--- src/rtl/conv_pkg.sv ---
// Shared definitions for the convolution datapath: default widths, partial-sum
// type and constant helper functions used to size counters and saturation limits.
package conv_pkg;

    localparam int DEF_BW2 = 19;
    localparam int DEF_AW  = 22;
    localparam int DEF_OW  = 8;

    typedef logic signed [DEF_BW2-1:0] psum_t;

    function automatic int clog2(input int n);
        int r;
        r = 0;
        for (int v = n - 1; v > 0; v = v >> 1) begin
            r++;
        end
        return r;
    endfunction

    // Counter width that stays legal when the count range collapses to one value.
    function automatic int cnt_width(input int n);
        return (n > 1) ? clog2(n) : 1;
    endfunction

    // Signed OW-bit range: upper limit when want_hi is set, lower limit otherwise.
    function automatic longint sat_limits(input int ow, input bit want_hi);
        longint one;
        one = 1;
        return want_hi ? ((one <<< (ow - 1)) - one) : -(one <<< (ow - 1));
    endfunction

endpackage

--- src/rtl/conv_sync_fifo.sv ---
// Synchronous FIFO, DEPTH x W, head read straight from flop storage; a push
// while full is accepted only when a pop frees the slot in the same cycle.
module conv_sync_fifo
    import conv_pkg::*;
#(
    parameter int W     = DEF_OW,
    parameter int DEPTH = 4
) (
    input  logic         i_clk,
    input  logic         i_rst_n,
    input  logic         i_clear,
    input  logic         i_push,
    input  logic [W-1:0] i_data,
    input  logic         i_pop,
    output logic [W-1:0] o_data,
    output logic         o_full,
    output logic         o_empty
);

    localparam int PW = clog2(DEPTH);

    logic [W-1:0]  mem [DEPTH];
    logic [PW-1:0] wr_ptr;
    logic [PW-1:0] rd_ptr;
    logic [PW:0]   count;
    logic          do_push;
    logic          do_pop;

    assign o_empty = (count == '0);
    assign o_full  = (count == (PW+1)'(DEPTH));
    assign do_pop  = i_pop && !o_empty;
    assign do_push = i_push && (!o_full || do_pop);
    assign o_data  = o_empty ? '0 : mem[rd_ptr];

    // NOTE: storage has no reset; the count gates visibility, so stale entries never reach o_data.
    always_ff @(posedge i_clk) begin
        if (do_push) begin
            mem[wr_ptr] <= i_data;
        end
    end

    always_ff @(posedge i_clk or negedge i_rst_n) begin
        if (!i_rst_n) begin
            wr_ptr <= '0;
            rd_ptr <= '0;
            count  <= '0;
        end else if (i_clear) begin
            wr_ptr <= '0;
            rd_ptr <= '0;
            count  <= '0;
        end else begin
            if (do_push) begin
                wr_ptr <= wr_ptr + PW'(1);
            end
            if (do_pop) begin
                rd_ptr <= rd_ptr + PW'(1);
            end
            case ({do_push, do_pop})
                2'b10:   count <= count + (PW+1)'(1);
                2'b01:   count <= count - (PW+1)'(1);
                default: count <= count;
            endcase
        end
    end

endmodule

--- src/rtl/conv_psum_collector.sv ---
// Accumulates K row partial sums per pixel, round-shift requantizes, saturates
// to OW bits and queues results. Optional bias input: define CONV_PSUM_BIAS_EN.
module conv_psum_collector
    import conv_pkg::*;
#(
    parameter int BW2   = DEF_BW2,
    parameter int K     = 5,
    parameter int AW    = DEF_AW,
    parameter int OW    = DEF_OW,
    parameter int SW    = 5,
    parameter int DEPTH = 4
) (
    input  logic                    i_clk,
    input  logic                    i_rst_n,
    input  logic                    i_clear,
    input  logic                    i_valid,
    input  logic signed [BW2-1:0]   i_psum,
    input  logic [SW-1:0]           i_shift,
`ifdef CONV_PSUM_BIAS_EN
    input  logic signed [AW-1:0]    i_bias,
`endif
    output logic                    o_valid,
    input  logic                    i_ready,
    output logic [OW-1:0]           o_data,
    output logic [cnt_width(K)-1:0] o_row_cnt,
    output logic                    o_overflow
);

    localparam int RCW = cnt_width(K);
`ifdef CONV_PSUM_BIAS_EN
    localparam int SUMW = AW + 1;
`else
    localparam int SUMW = AW;
`endif
    localparam int RW = SUMW + 1;
    localparam logic signed [RW-1:0] SAT_HI = RW'(sat_limits(OW, 1'b1));
    localparam logic signed [RW-1:0] SAT_LO = RW'(sat_limits(OW, 1'b0));

    logic signed [AW-1:0]   acc;
    logic signed [AW-1:0]   acc_next;
    logic signed [SUMW-1:0] sum_next;
    logic [RCW-1:0]         row_cnt;
    logic                   last_row;
    logic [SW-1:0]          shift_clamped;

    logic                   rq_valid;
    logic signed [SUMW-1:0] rq_sum;
    logic [SW-1:0]          rq_shift;

    logic signed [RW-1:0]   rnd;
    logic signed [RW-1:0]   biased;
    logic signed [RW-1:0]   rounded;
    logic [OW-1:0]          pixel;

    logic                   fifo_full;
    logic                   fifo_empty;
    logic                   push;

    assign acc_next = acc + AW'(i_psum);
`ifdef CONV_PSUM_BIAS_EN
    assign sum_next = SUMW'(acc) + SUMW'(i_psum) + SUMW'(i_bias);
`else
    assign sum_next = acc_next;
`endif
    assign last_row      = (row_cnt == RCW'(K - 1));
    assign shift_clamped = (int'(i_shift) > AW - 1) ? SW'(AW - 1) : i_shift;

    // NOTE: sequential state uses non-blocking assignments so every register samples pre-edge values.
    always_ff @(posedge i_clk or negedge i_rst_n) begin
        if (!i_rst_n) begin
            acc      <= '0;
            row_cnt  <= '0;
            rq_valid <= 1'b0;
            rq_sum   <= '0;
            rq_shift <= '0;
        end else if (i_clear) begin
            acc      <= '0;
            row_cnt  <= '0;
            rq_valid <= 1'b0;
        end else begin
            rq_valid <= i_valid && last_row;
            if (i_valid) begin
                if (last_row) begin
                    acc      <= '0;
                    row_cnt  <= '0;
                    rq_sum   <= sum_next;
                    rq_shift <= shift_clamped;
                end else begin
                    acc     <= acc_next;
                    row_cnt <= row_cnt + RCW'(1);
                end
            end
        end
    end

    // One extra bit of headroom keeps the rounding add from wrapping.
    // NOTE: every always_comb output gets a default first so no latch can be inferred.
    always_comb begin
        rnd     = '0;
        biased  = '0;
        rounded = '0;
        pixel   = '0;
        if (rq_shift != '0) begin
            rnd = RW'(1) <<< (rq_shift - SW'(1));
        end
        biased  = RW'(rq_sum) + rnd;
        rounded = biased >>> rq_shift;
        if (rounded > SAT_HI) begin
            pixel = SAT_HI[OW-1:0];
        end else if (rounded < SAT_LO) begin
            pixel = SAT_LO[OW-1:0];
        end else begin
            pixel = rounded[OW-1:0];
        end
    end

    assign push = rq_valid && !i_clear;

    conv_sync_fifo #(
        .W     (OW),
        .DEPTH (DEPTH)
    ) u_fifo (
        .i_clk   (i_clk),
        .i_rst_n (i_rst_n),
        .i_clear (i_clear),
        .i_push  (push),
        .i_data  (pixel),
        .i_pop   (i_ready),
        .o_data  (o_data),
        .o_full  (fifo_full),
        .o_empty (fifo_empty)
    );

    // A full FIFO only drops the pixel when no pop frees a slot in the same cycle.
    always_ff @(posedge i_clk or negedge i_rst_n) begin
        if (!i_rst_n) begin
            o_overflow <= 1'b0;
        end else if (i_clear) begin
            o_overflow <= 1'b0;
        end else if (push && fifo_full && !i_ready) begin
            o_overflow <= 1'b1;
        end
    end

    assign o_valid   = !fifo_empty;
    assign o_row_cnt = row_cnt;

endmodule

--- config.mk ---
export PLATFORM = sky130hd
export DESIGN_NAME = conv_psum_collector
export DESIGN_NICKNAME = d
export VERILOG_FILES = /design/src/rtl/conv_pkg.sv /design/src/rtl/conv_sync_fifo.sv /design/src/rtl/conv_psum_collector.sv
export SDC_FILE = /design/constraint.sdc
export NUM_CORES = 1
export LEC_CHECK = 0
export CORE_ASPECT_RATIO = 1.2
export CORE_MARGIN = 5
export CORE_UTILIZATION = 46
export DETAILED_ROUTE_END_ITERATION = 7
export DONT_BUFFER_PORTS = 1
export HOLD_SLACK_MARGIN = 0.15
export PLACE_DENSITY_LB_ADDON = 0.12
export SYNTH_ARGS = -nofsm -noshare
export SYNTH_HDL_FRONTEND = slang
export SYNTH_SLANG_ARGS = --single-unit
--- constraint.sdc ---
create_clock -name i_clk -period 4.9 [get_ports i_clk]
set_clock_uncertainty 0.15 [all_clocks]
set_input_delay 0.49 -clock i_clk [delete_from_list [all_inputs] [get_ports i_clk]]
set_output_delay 0.49 -clock i_clk [all_outputs]
set_load 0.02 [all_outputs]
# [Word-level counts from Yosys, hierarchy flattened]
# Memories as Yosys holds them, arrays and structs flattened.
# Cells that the tools add are included.
# Widths: inputs -> output; s select.
[word_totals] register_bits=61 ram_bits=32 word_cells=69 n_memories=1
[memory_table] name="u_fifo.mem" depth=4 word_bits=8 read_ports=1 rd_clocked_by_memory_dff=0 write_ports=1 line_no="conv_sync_fifo.sv:22" rtl="logic [W-1:0] mem [DEPTH];"
[op_classes] n_addsub=8 magnitude_cmp=3 eq_ne=4 shifts=2 mux=22 n_bitwise=1 n_reduce_logical=19
[ops] operator="$mux 22" n=3
[ops] operator="$mux 8" n=3
[ops] operator="$add 22x23->23" n=1
[ops] operator="$gt 23x8->1 const B" n=1
[ops] operator="$lt 23x8->1 const B" n=1
[ops] operator="$mux 23" n=1
[ops] operator="$sshl 2x5->23 const A" n=1
[ops] operator="$sshr 23x5->23" n=1
[ops] operator="$add 22x19->22" n=1
[ops] operator="$mux 3" n=4
[ops] operator="$mux 2" n=4
[ops] operator="$reduce_bool 2->1" n=4
[ops] operator="$add 3x1->3 const B" n=2
[ops] operator="$eq 3x3->1 const B" n=2
[ops] operator="$logic_and 1x1->1" n=6
[ops] operator="$pmux 3 s2" n=1
[ops] operator="$gt 5x5->1 const B" n=1
[ops] operator="$mux 1" n=5
[ops] operator="$mux 5" n=1
[ops] operator="$reduce_bool 5->1" n=1
[ops] operator="$sub 5x1->5 const B" n=1
[ops] operator="$add 2x1->2 const B" n=2
[ops] operator="$logic_not 1->1" n=4
[ops] operator="$logic_not 3->1" n=1
[ops] operator="other kinds (7)" n=7

# [Longest topological paths before layout]
[depth] word_depth=8 depth_mapped=20 ltp_nobuf=18

# [Cells and area by module]
# A second synthesis with hierarchy kept.
[hier_totals] cells_unflattened=886 hier_area_um2=7603.5
[modules_own_cells] module="conv_psum_collector" n_inst=1 cells_each=774 area_each_um2=5854.4
[modules_own_cells] module="conv_sync_fifo" n_inst=1 cells_each=112 area_each_um2=1749.2

# [Worst setup path after synthesis]
# Ideal clock, no wire load.
[synth_timing] path_kind="register to register" startpoint="reg rq_shift[2]" endpoint="mem u_fifo.mem[0][6] (netlist bit), data pin" setup_time_ns=0.272 arrival_time_ns=4.427 slack_ns=0.050 stages_incl_launch_ff=19 period_less_slack_ns=4.850 path_cell_list="dfrtp_1 buf_2 clkbuf_1 clkbuf_1 nor2_1 nand2_1 nor2_1 ha_1 clkbuf_1 nand2_1 a2111oi_0 a211oi_1 o31ai_1 o21ai_0 o211a_1 a221o_1 nor3_1 a41oi_2 a311o_1"
[synth_via] elab_chain_len=8 word_cells_on_any_way=10
[synth_rtl] item="start, declared" line_no="conv_psum_collector.sv:48" rtl="logic [SW-1:0] rq_shift;"
[synth_rtl] item="start signal, assigned" line_no="conv_psum_collector.sv:87" rtl="rq_shift <= shift_clamped;"
[synth_rtl] item="$sub 5x1->5" line_no="conv_psum_collector.sv:104" rtl="rnd = RW'(1) <<< (rq_shift - SW'(1));"
[synth_rtl] item="$sshl 2x5->23" line_no="conv_psum_collector.sv:104"
[synth_rtl] item="$mux 23" line_no="conv_psum_collector.sv:103" rtl="if (rq_shift != '0) begin"
[synth_rtl] item="$add 22x23->23" line_no="conv_psum_collector.sv:106" rtl="biased = RW'(rq_sum) + rnd;"
[synth_rtl] item="$sshr 23x5->23 *" line_no="conv_psum_collector.sv:107" rtl="rounded = biased >>> rq_shift;"
[synth_rtl] item="$lt 23x8->1" line_no="conv_psum_collector.sv:110" rtl="end else if (rounded < SAT_LO) begin"
[synth_rtl] item="$mux 8" line_no="conv_psum_collector.sv:110"
[synth_rtl] item="$mux 8 *" line_no="conv_psum_collector.sv:108" rtl="if (rounded > SAT_HI) begin"
[synth_rtl] item="named net pixel[6]" line_no="conv_psum_collector.sv:53" rtl="logic [OW-1:0] pixel;"
[synth_rtl] item="end, declared" line_no="conv_sync_fifo.sv:22"
# The timed path passes the listed nets; every way through them passes the cells marked *.

# [Worst setup path after layout]
[layout_timing] startpoint="reg rq_shift[4]" endpoint="mem u_fifo.mem[1][4] (netlist bit), data pin"
# Same word-level chain as after synthesis.

==> impl_metrics.toml <==
[drt]
via_per_inst = 6.19
totalWireLength_um = 22400
final_antenna_net_count = 0
vias = 7118
drt-pass1-iter-count = 5
drcViolationCount = 0
drtIter0Drc = 580
avgRoutedWirePerCell_um = 19.5

[cts]
clockBufferDepth = 2
cts_sinks = 93
clkSlewWorstSetupHoldPaths_ps = 70
cts_buffers = 9
cts_tree = "done"
clk-insertion-delay-late_ps = 350
htree_levels = 3
clock-root-buffer = "clkbuf_16"

[worst_hold_path]
hold_path.class = "in2reg"

[sta]
min_period_ps = 4800
max_slew_margin = 0.587
setup_viol = 0
worst_slew_pin_slew_ps = 620
max_freq_ghz = 0.209
worst_slack_ps = 105
finalHoldViolCount = 0
finalCritPeriodShare = 0.979
slew_violations = 0
holdWs_ps = 162

[critical_path]
cp-start-kind = "flop"
cp_max_fo = 6
crit_arrival_ps = 4840
crit_required_ps = 4950
worstSetupEndpointType = "flop"
path_class = "reg2reg"

[die]
io_pins = 42
initial_core_util = 0.466
core-area_sq_um = 16800
chipWidth_um = 129
die-area_sq_um = 19700
die_y_um = 153
rows = 52

[placed_design]
port_buffers = 0
dp.cells = 1108
gp_congestion = 0.902
hpwl_um = 17100
pre_cts_ws_ps = -8.78

[synth]
ys_types = 86
syn_area_sq_um = 7820
synth.avg_cell_area_sq_um = 8.84
synth_top_area_cell = "dfrtp_1"
synth.top_cell.area_share = 0.195
ys_warn_count = 0
synthFlopType = "dfrtp_1"
synth-seq-area-share = 0.318
synthesis.instances = 884
synth_area_leaders = "dfrtp_1 20%, edfxtp_1 12%, ha_1 7.8%"
synth_async_sr_flop_share = 0.656
synth_edf_count = 32
ys_ff_latch = 93
syn_nets = 965

[grt]
grt_pass1_wl_um = 35700
track_usage = 0.224
grt_max_degree = 62
grt_pass1_vias = 6941
antenna_found_initial = 0
overflow = 0

[finish]
nNetsFinal = 1010
final_util = 0.546
areaGrowthSynthToFinish_pct = 17.2
n_antenna_cell = 0
drive_gt1_frac = 0.211
fin_cells = 1150

[power_and_ir_drop]
peakVddDrop_mv = 0.191
finalPower_mw = 2.55
power_density_nw_per_um2 = 278
p_leak_nw = 3.94

[run_status]
status = "finished, final reports clean"

[run]
maxCapViolations = 0
## Yosys cell counts, drive strengths merged (14+ instances only)
cell    instances
nand2         103
nor2           81
a21oi          65
dfrtp          61
o21ai          55
ha             49
clkbuf         36
edfxtp         32
inv            28
nand3          28
a21o           27
xnor2          26
nor3           23
a211oi         17
xor2           17
and2           14
mux2i          14
## state kept, by name, indices dropped and copies added, names as in the netlist
| name | flops |
|---|---|
| acc | 22 |
| o_overflow | 1 |
| o_row_cnt | 3 |
| rq_shift | 5 |
| rq_sum | 22 |
| rq_valid | 1 |
| u_fifo.count | 3 |
| u_fifo.mem | 32 |
| u_fifo.rd_ptr | 2 |
| u_fifo.wr_ptr | 2 |
## repair_timing
item | CTS | global route
hold buffers | 4 | 0
pin swaps | 1 | 23
gates resized for setup | 2 | 72
cloned | 0 | 1
setup endpoints to repair | 24 | 28
endpoints found under the hold margin | 71 | 0
buffers inserted | 1 | 20
## metrics by stage
stage | TNS (ps) | instance area (sq um)
after floorplan | 0 | 7820
after global placement | -1780 | 8320
after detailed placement | -81.7 | 8320
after CTS | 0 | 8690
after global routing | -1130 | 9160
final | 0 | 9160
## where the power goes
| group | leakage [nW] | switching (mW) | internal [mW] |
|---|---|---|---|
| Combinational | 2.70 | 0.516 | 0.385 |
| Sequential | 1.10 | 0.0377 | 0.921 |
| Clock | 0.144 | 0.325 | 0.361 |
## metal layers
| metal | wire length (um) | vias to the layer above | global-route usage |
|---|---|---|---|
| met2 | 11300 | 220 | 0.380 |
| li1 | - | 3398 | - |
| met1 | 9500 | 3447 | 0.291 |
| met4 | 621 | 0 | 0.0660 |
| met3 | 1010 | 53 | 0.0382 |
| met5 | 0 | - | 0 |
## area by class of cell
cell class / count / area [sq um]
Multi-Input combinational cell: 712 / 5310
Fill cell: 1547 / 7620
Clock inverter: 7 / 75.1
Sequential cell: 93 / 2490
Tap cell: 216 / 270
Clock buffer: 9 / 225
Timing Repair Buffer: 82 / 676
Inverter: 31 / 116
## logic make-up (layout without fill, tap and decap cells)
family / count (synthesis) / count (layout) / synth area share
simple gates: 299 / 300 / 0.178
compound gates: 277 / 277 / 0.253
flops: 93 / 93 / 0.318
buf+inv: 80 / 129 / 0.0416
fa+ha+maj: 52 / 52 / 0.0861
xor+xnor: 43 / 43 / 0.0482
mux: 40 / 40 / 0.0741
## cells in the final DEF, fill, tap and decap left out, types with 5 or more instances in the layout
master     synthesis  final
a211o_1            7      7
a211oi_1          16     13
a21o_1            26     26
a21oi_1           63     58
a21oi_2            2      5
a22o_1            13     13
and2_1            14     14
and3_1             5      5
buf_4              0     74
clkbuf_16          0      9
dfrtp_1           61     59
edfxtp_1          32     32
ha_1              49     39
ha_2               0      8
inv_1             27     26
mux2_2            13     13
mux2i_1           14     13
mux4_2            13     13
nand2_1          102     97
nand2_2            1      5
nand2b_1           8      8
nand3_1           28     26
nand4_1            6      6
nor2_1            80     75
nor2_2             0      5
nor2b_1            6      6
nor3_1            22     20
o211ai_1          11     11
o21ai_0           54     51
o21bai_1           6      6
o31ai_1            7      6
xnor2_1           26     26
xor2_1            17     17
## worst paths after layout
kind                             start                to  slack (ps)  depth (start not counted)
max                        rq_shift[4]  u_fifo.mem[1][4]         100                         19
min                            i_valid      o_row_cnt[1]         160                          2
max reg2reg                rq_shift[4]  u_fifo.mem[1][4]         100                         19
min reg2reg                 rq_sum[16]        rq_sum[16]         340                          2
max in group asynchronous      i_rst_n       rq_shift[0]        3780                          2
min in group asynchronous      i_rst_n           acc[16]         530                          2
## critical path, stage by stage (launching register included)
cell	delay [ps]
dfrtp_1	430
nor2_2	160
nand2_2	100
nor2_1	120
ha_2	230
fa_2	270
a211oi_4	80
nor2_4	160
o2111ai_4	220
a21o_4	310
or4_4	570
a31oi_4	220
a21oi_1	80
mux4_2	510
a222oi_1	230
buf_4	190
nor3_2	40
a41oi_2	240
buf_6	170
a21o_1	150
Power figures use the tool's default switching activity.
==> RTL edit 1: new RTL, same flow settings <==
Set the parameter `K` to 6 (it was 5).
--- a/src/rtl/conv_psum_collector.sv
+++ b/src/rtl/conv_psum_collector.sv
@@ -4,7 +4,7 @@
     import conv_pkg::*;
 #(
     parameter int BW2   = DEF_BW2,
-    parameter int K     = 5,
+    parameter int K     = 6,
     parameter int AW    = DEF_AW,
     parameter int OW    = DEF_OW,
     parameter int SW    = 5,
Formal check against the unedited RTL: not equivalent (a bounded check fails within 10 cycles, from zero or initial values and one cycle with i_rst_n low).
==> RTL edit 1 against the original RTL <==
Sequential cell count is the same. Worst setup slack gained 0.055 ns. Via count grew 6.0%. Critical path depth shrank 3. Sequential share of layout area shrank 0.84 points. Cell area grew 3.2%. Wire length grew 20%. Area after synthesis grew 3.6%. Power shrank 8.1%. Synthesized cell count grew 1.4%. Non-clock buffer count grew 22. Clock power grew 6.3%. Die area grew 3.3%.
==> RTL edit 1: results (changes against the original RTL) <==
[run_status]
status=finished clean

[routing]
viasPerCell=6.34  ; +2.5%
drt_iter0_markers=635  ; +9.5%
drt_first_pass_iters=7  ; +2

[sta]
tightest_slew_ns=1.04  ; +0.422 ns
finalCritPeriodShare=0.967  ; -0.0113

[synthesis]
synth_xor_area_frac=0.0400  ; -0.00815
netlist_top_cells_area=dfrtp_1 (19%), edfxtp_1 (12%), ha_1 (7.3%)
synthTopCellsByCount=nor2_1 (103), nand2_1 (71), dfrtp_1 (61), a21oi_1 (57), ha_1 (47)
synth_fa_ha_area_frac=0.0801  ; -0.00606
ys_types=88  ; +2.3%
netlist_area_um2=8100  ; +3.6%
synthMuxAreaShare=0.0895  ; +0.0154
synth_nets=975  ; +1.0%

[setup_path]
worst-r2r-cell-count=16  ; -3
rrSetupSlack_ns=0.16  ; +0.06 ns
cp_slowest_stage_delay_ns=0.47  ; -0.10 ns
cp_max_fo=8  ; +2

[place]
place_congestion=1.02  ; +13%
place_hpwl_mm=20.9  ; +22%

[cells_and_area]
layout-drive-gt1-share=0.234  ; +0.0233
final_cells=1189  ; +3.4%
nNetsFinal=1043  ; +3.3%
nFillCells=1673  ; +8.1%

[global_route]
track_usage=0.254  ; +0.0299
grt_pass1_wl_mm=41.5  ; +16%
grt_pass1_vias=7599  ; +9.5%

[pwr]
max-vdd-ir-drop_v=0.000216  ; +13%

## RTL edit 1: changes by cell type after synthesis, sizes merged, moves of 11 or more
cell / before / now
inv: 28 / 17
nor2: 81 / 103
mux2: 13 / 26
or3: 4 / 15
nand2: 103 / 71
## RTL edit 1: cell families after synthesis
| kind of cell | Yosys count |
|---|---|
| AO/OA/AOI/OAI | 277 |
| multiplexers | 55 |
| XOR/XNOR | 37 |
| AND/OR/NAND/NOR | 318 |
| buffers and inverters | 66 |
| adder cells (fa/ha/maj) | 50 |
| flip-flops | 93 |
## RTL edit 1: layout make-up
type | instances | area [um^2] | share of cell area
clock inverters | 7 | 77.6 | 0.00821
clock buffers | 9 | 225 | 0.0238
repair buffers | 104 | 811 | 0.0858
inverters | 19 | 71.3 | 0.00755
multi-input cells | 737 | 5500 | 0.582
well taps | 220 | 275 | 0.0291
flip-flops and latches | 93 | 2490 | 0.263
## RTL edit 1: worst max path at each step
stage | start | cells after the start | endpoint
finish | rq_shift[1] | 16 | u_fifo.mem[0][6]
global route | rq_shift[1] | 19 | u_fifo.mem[1][5]
CTS | rq_shift[4] | 18 | u_fifo.mem[2][1]
detailed placement | rq_shift[4] | 18 | u_fifo.mem[1][3]
global placement | rq_shift[0] | 15 | u_fifo.mem[2][1]
floorplan | rq_shift[2] | 18 | u_fifo.mem[0][0]
## RTL edit 1: routing by layer
| layer | global-route usage | part of all wire |
|---|---|---|
| met5 | 0 | 0 |
| met4 | 0.0916 | 0.034 |
| met3 | 0.0427 | 0.053 |
| met2 | 0.460 | 0.51 |
| met1 | 0.302 | 0.40 |
## RTL edit 1: what timing repair did
action,4_1_cts,5_1_grt
hold endpoints to repair,72,0
pin swaps,1,3
hold buffers,5,0
gates resized for setup,4,56
setup buffers,0,2
endpoints found under the setup margin,28,28
## RTL edit 1: stage by stage
step                 util  TNS [ns]
global route        0.542   -0.0229
finish              0.542         0
floorplan               -         0
global placement    0.504     -1.48
detailed placement  0.504     -1.17
CTS                 0.527  -0.00946
## RTL edit 1: power by group
group,leakage [nW],internal [mW],switching (mW)
registers,1.11,0.879,0.0312
logic,2.82,0.288,0.410
clock network,0.153,0.403,0.326
==> RTL edit 2: new RTL, same flow settings <==
Made on the original files. One comparison of `count` changes from == to >=.
--- a/src/rtl/conv_sync_fifo.sv
+++ b/src/rtl/conv_sync_fifo.sv
@@ -27,7 +27,7 @@
     logic          do_pop;
 
     assign o_empty = (count == '0);
-    assign o_full  = (count == (PW+1)'(DEPTH));
+    assign o_full  = (count >= (PW+1)'(DEPTH));
     assign do_pop  = i_pop && !o_empty;
     assign do_push = i_push && (!o_full || do_pop);
     assign o_data  = o_empty ? '0 : mem[rd_ptr];
Formal check against the unedited RTL: no difference found for any inputs over 4 cycles, from zero or initial values and one cycle with i_rst_n low; that may be too few to reach the edited logic, so the function may still have changed.
==> RTL edit 2 against the original RTL <==
Power up 18%. Area after synthesis rose by 1.6%. Wire length up 12%. Cell area is 7.7% higher. Sequential power is 5% higher. Combinational power is 45% higher. Synthesized cell count increased by 3.1%. Sequential cell count stayed put. Worst setup slack worse by 0.030 ns. Highest routed layer unchanged.
==> RTL edit 2: results (changes against the original RTL) <==
[run_status]
status=finished clean

[pwr]
leakage_nw=4.35  ; +10%
max-vdd-ir-drop_v=0.000218  ; +14%

[setup_path]
cp_slowest_cell=mux4_2
cp_slowest_stage_delay_ns=0.49  ; -0.08 ns
rrSetupSlack_ns=0.07  ; -0.03 ns
cp_max_fo=7  ; +1
cp.arrival_ns=4.76  ; -0.08 ns

[routing]
route.met2.wl_mm=12.5  ; +11%
met1_length_mm=10.7  ; +13%
vias=7622  ; +7.1%
avgRoutedWirePerCell_um=20.0  ; +2.6%
drt_iter0_markers=732  ; +26%

[sta]
tightest_slew_ns=0.792  ; +0.172 ns

[synthesis]
ys_seq_area_frac=0.313  ; -0.00496
ys_types=87  ; +1.2%
synthTopCellsByCount=nand2_1 (120), nor2_1 (108), dfrtp_1 (61), ha_1 (49), a21oi_1 (47)
netlist_top_cells_area=dfrtp_1 (19%), edfxtp_1 (12%), ha_1 (7.7%)

[place]
place_congestion=0.969  ; +7.4%
place_hpwl_mm=19.6  ; +15%
place_inst=1222  ; +10%

[global_route]
grt_pass1_vias=7468  ; +7.6%
track_usage=0.251  ; +0.0265
grt_pass1_wl_mm=39.8  ; +12%

[cells_and_area]
nNetsFinal=1112  ; +10%
final_cells=1252  ; +8.9%

## RTL edit 2: cell types whose count changed after synthesis, moves of 7 or more
cell,delta
a31oi_1,+8
nand2_1,+18
o21ai_0,-11
a21o_1,-8
and2_1,+7
nor2_1,+28
a21oi_1,-16
## RTL edit 2: report_power, final
| part | internal [mW] | switching, mW | total, mW |
|---|---|---|---|
| Combinational | 0.573 | 0.742 | 1.31 |
| Clock | 0.351 | 0.329 | 0.680 |
| Sequential | 0.930 | 0.0778 | 1.01 |
| Total | 1.85 | 1.15 | 3.00 |
## RTL edit 2: worst paths after layout
kind / from / endpoint
min in group asynchronous: i_rst_n / acc[21]
min reg2reg: rq_sum[12] / rq_sum[12]
max in group asynchronous: i_rst_n / rq_shift[0]
min: i_shift[3] / rq_shift[3]
max reg2reg: rq_shift[3] / u_fifo.mem[0][3]
max: rq_shift[3] / u_fifo.mem[0][3]
## RTL edit 2: repair_timing
action / 4_1_cts / 5_1_grt
hold buffers: 4 / 0
pin swaps: 4 / 19
endpoints found under the hold margin: 70 / 0
gates resized for setup: 19 / 60
endpoints found under the setup margin: 28 / 28
buffers inserted: 1 / 9
gates cloned: 0 / 0
## RTL edit 2: cell type report
class	count	area [um^2]	share of cell area
tap	216	270	0.0274
inverter	25	93.8	0.00951
sequential	93	2490	0.252
clock inverter	7	55.1	0.00558
clock buffer	9	225	0.0228
timing repair buffer	158	1230	0.125
multi-input combinational	744	5500	0.557
## RTL edit 2: routing by layer
metal / vias up / track usage
li1: 3618 / -
met1: 3726 / 0.326
met2: 222 / 0.421
met3: 56 / 0.0357
met4: 0 / 0.0921
met5: - / 0
## RTL edit 2: logic make-up after synthesis
kind of cell | count (synthesis) | synth area share
multiplexers | 42 | 0.0749
adder cells (fa/ha/maj) | 52 | 0.0848
AND/OR/NAND/NOR | 340 | 0.193
XOR/XNOR | 43 | 0.0498
flip-flops | 93 | 0.313
buffers and inverters | 74 | 0.0384
AO/OA/AOI/OAI | 267 | 0.246
## RTL edit 2: per-stage QoR
step	total power, mW	setup WS [ns]	utilization	hold WS, ns
2_1_floorplan	1.84	0.0107	-	0.0444
3_5_place_dp	2.21	-0.203	0.540	0.0460
5_1_grt	3.17	-0.0683	0.583	0.156
3_3_place_gp	2.18	-0.136	0.540	0.0460
6_report	3.00	0.0749	0.583	0.155
4_1_cts	2.93	-0.000767	0.564	0.151
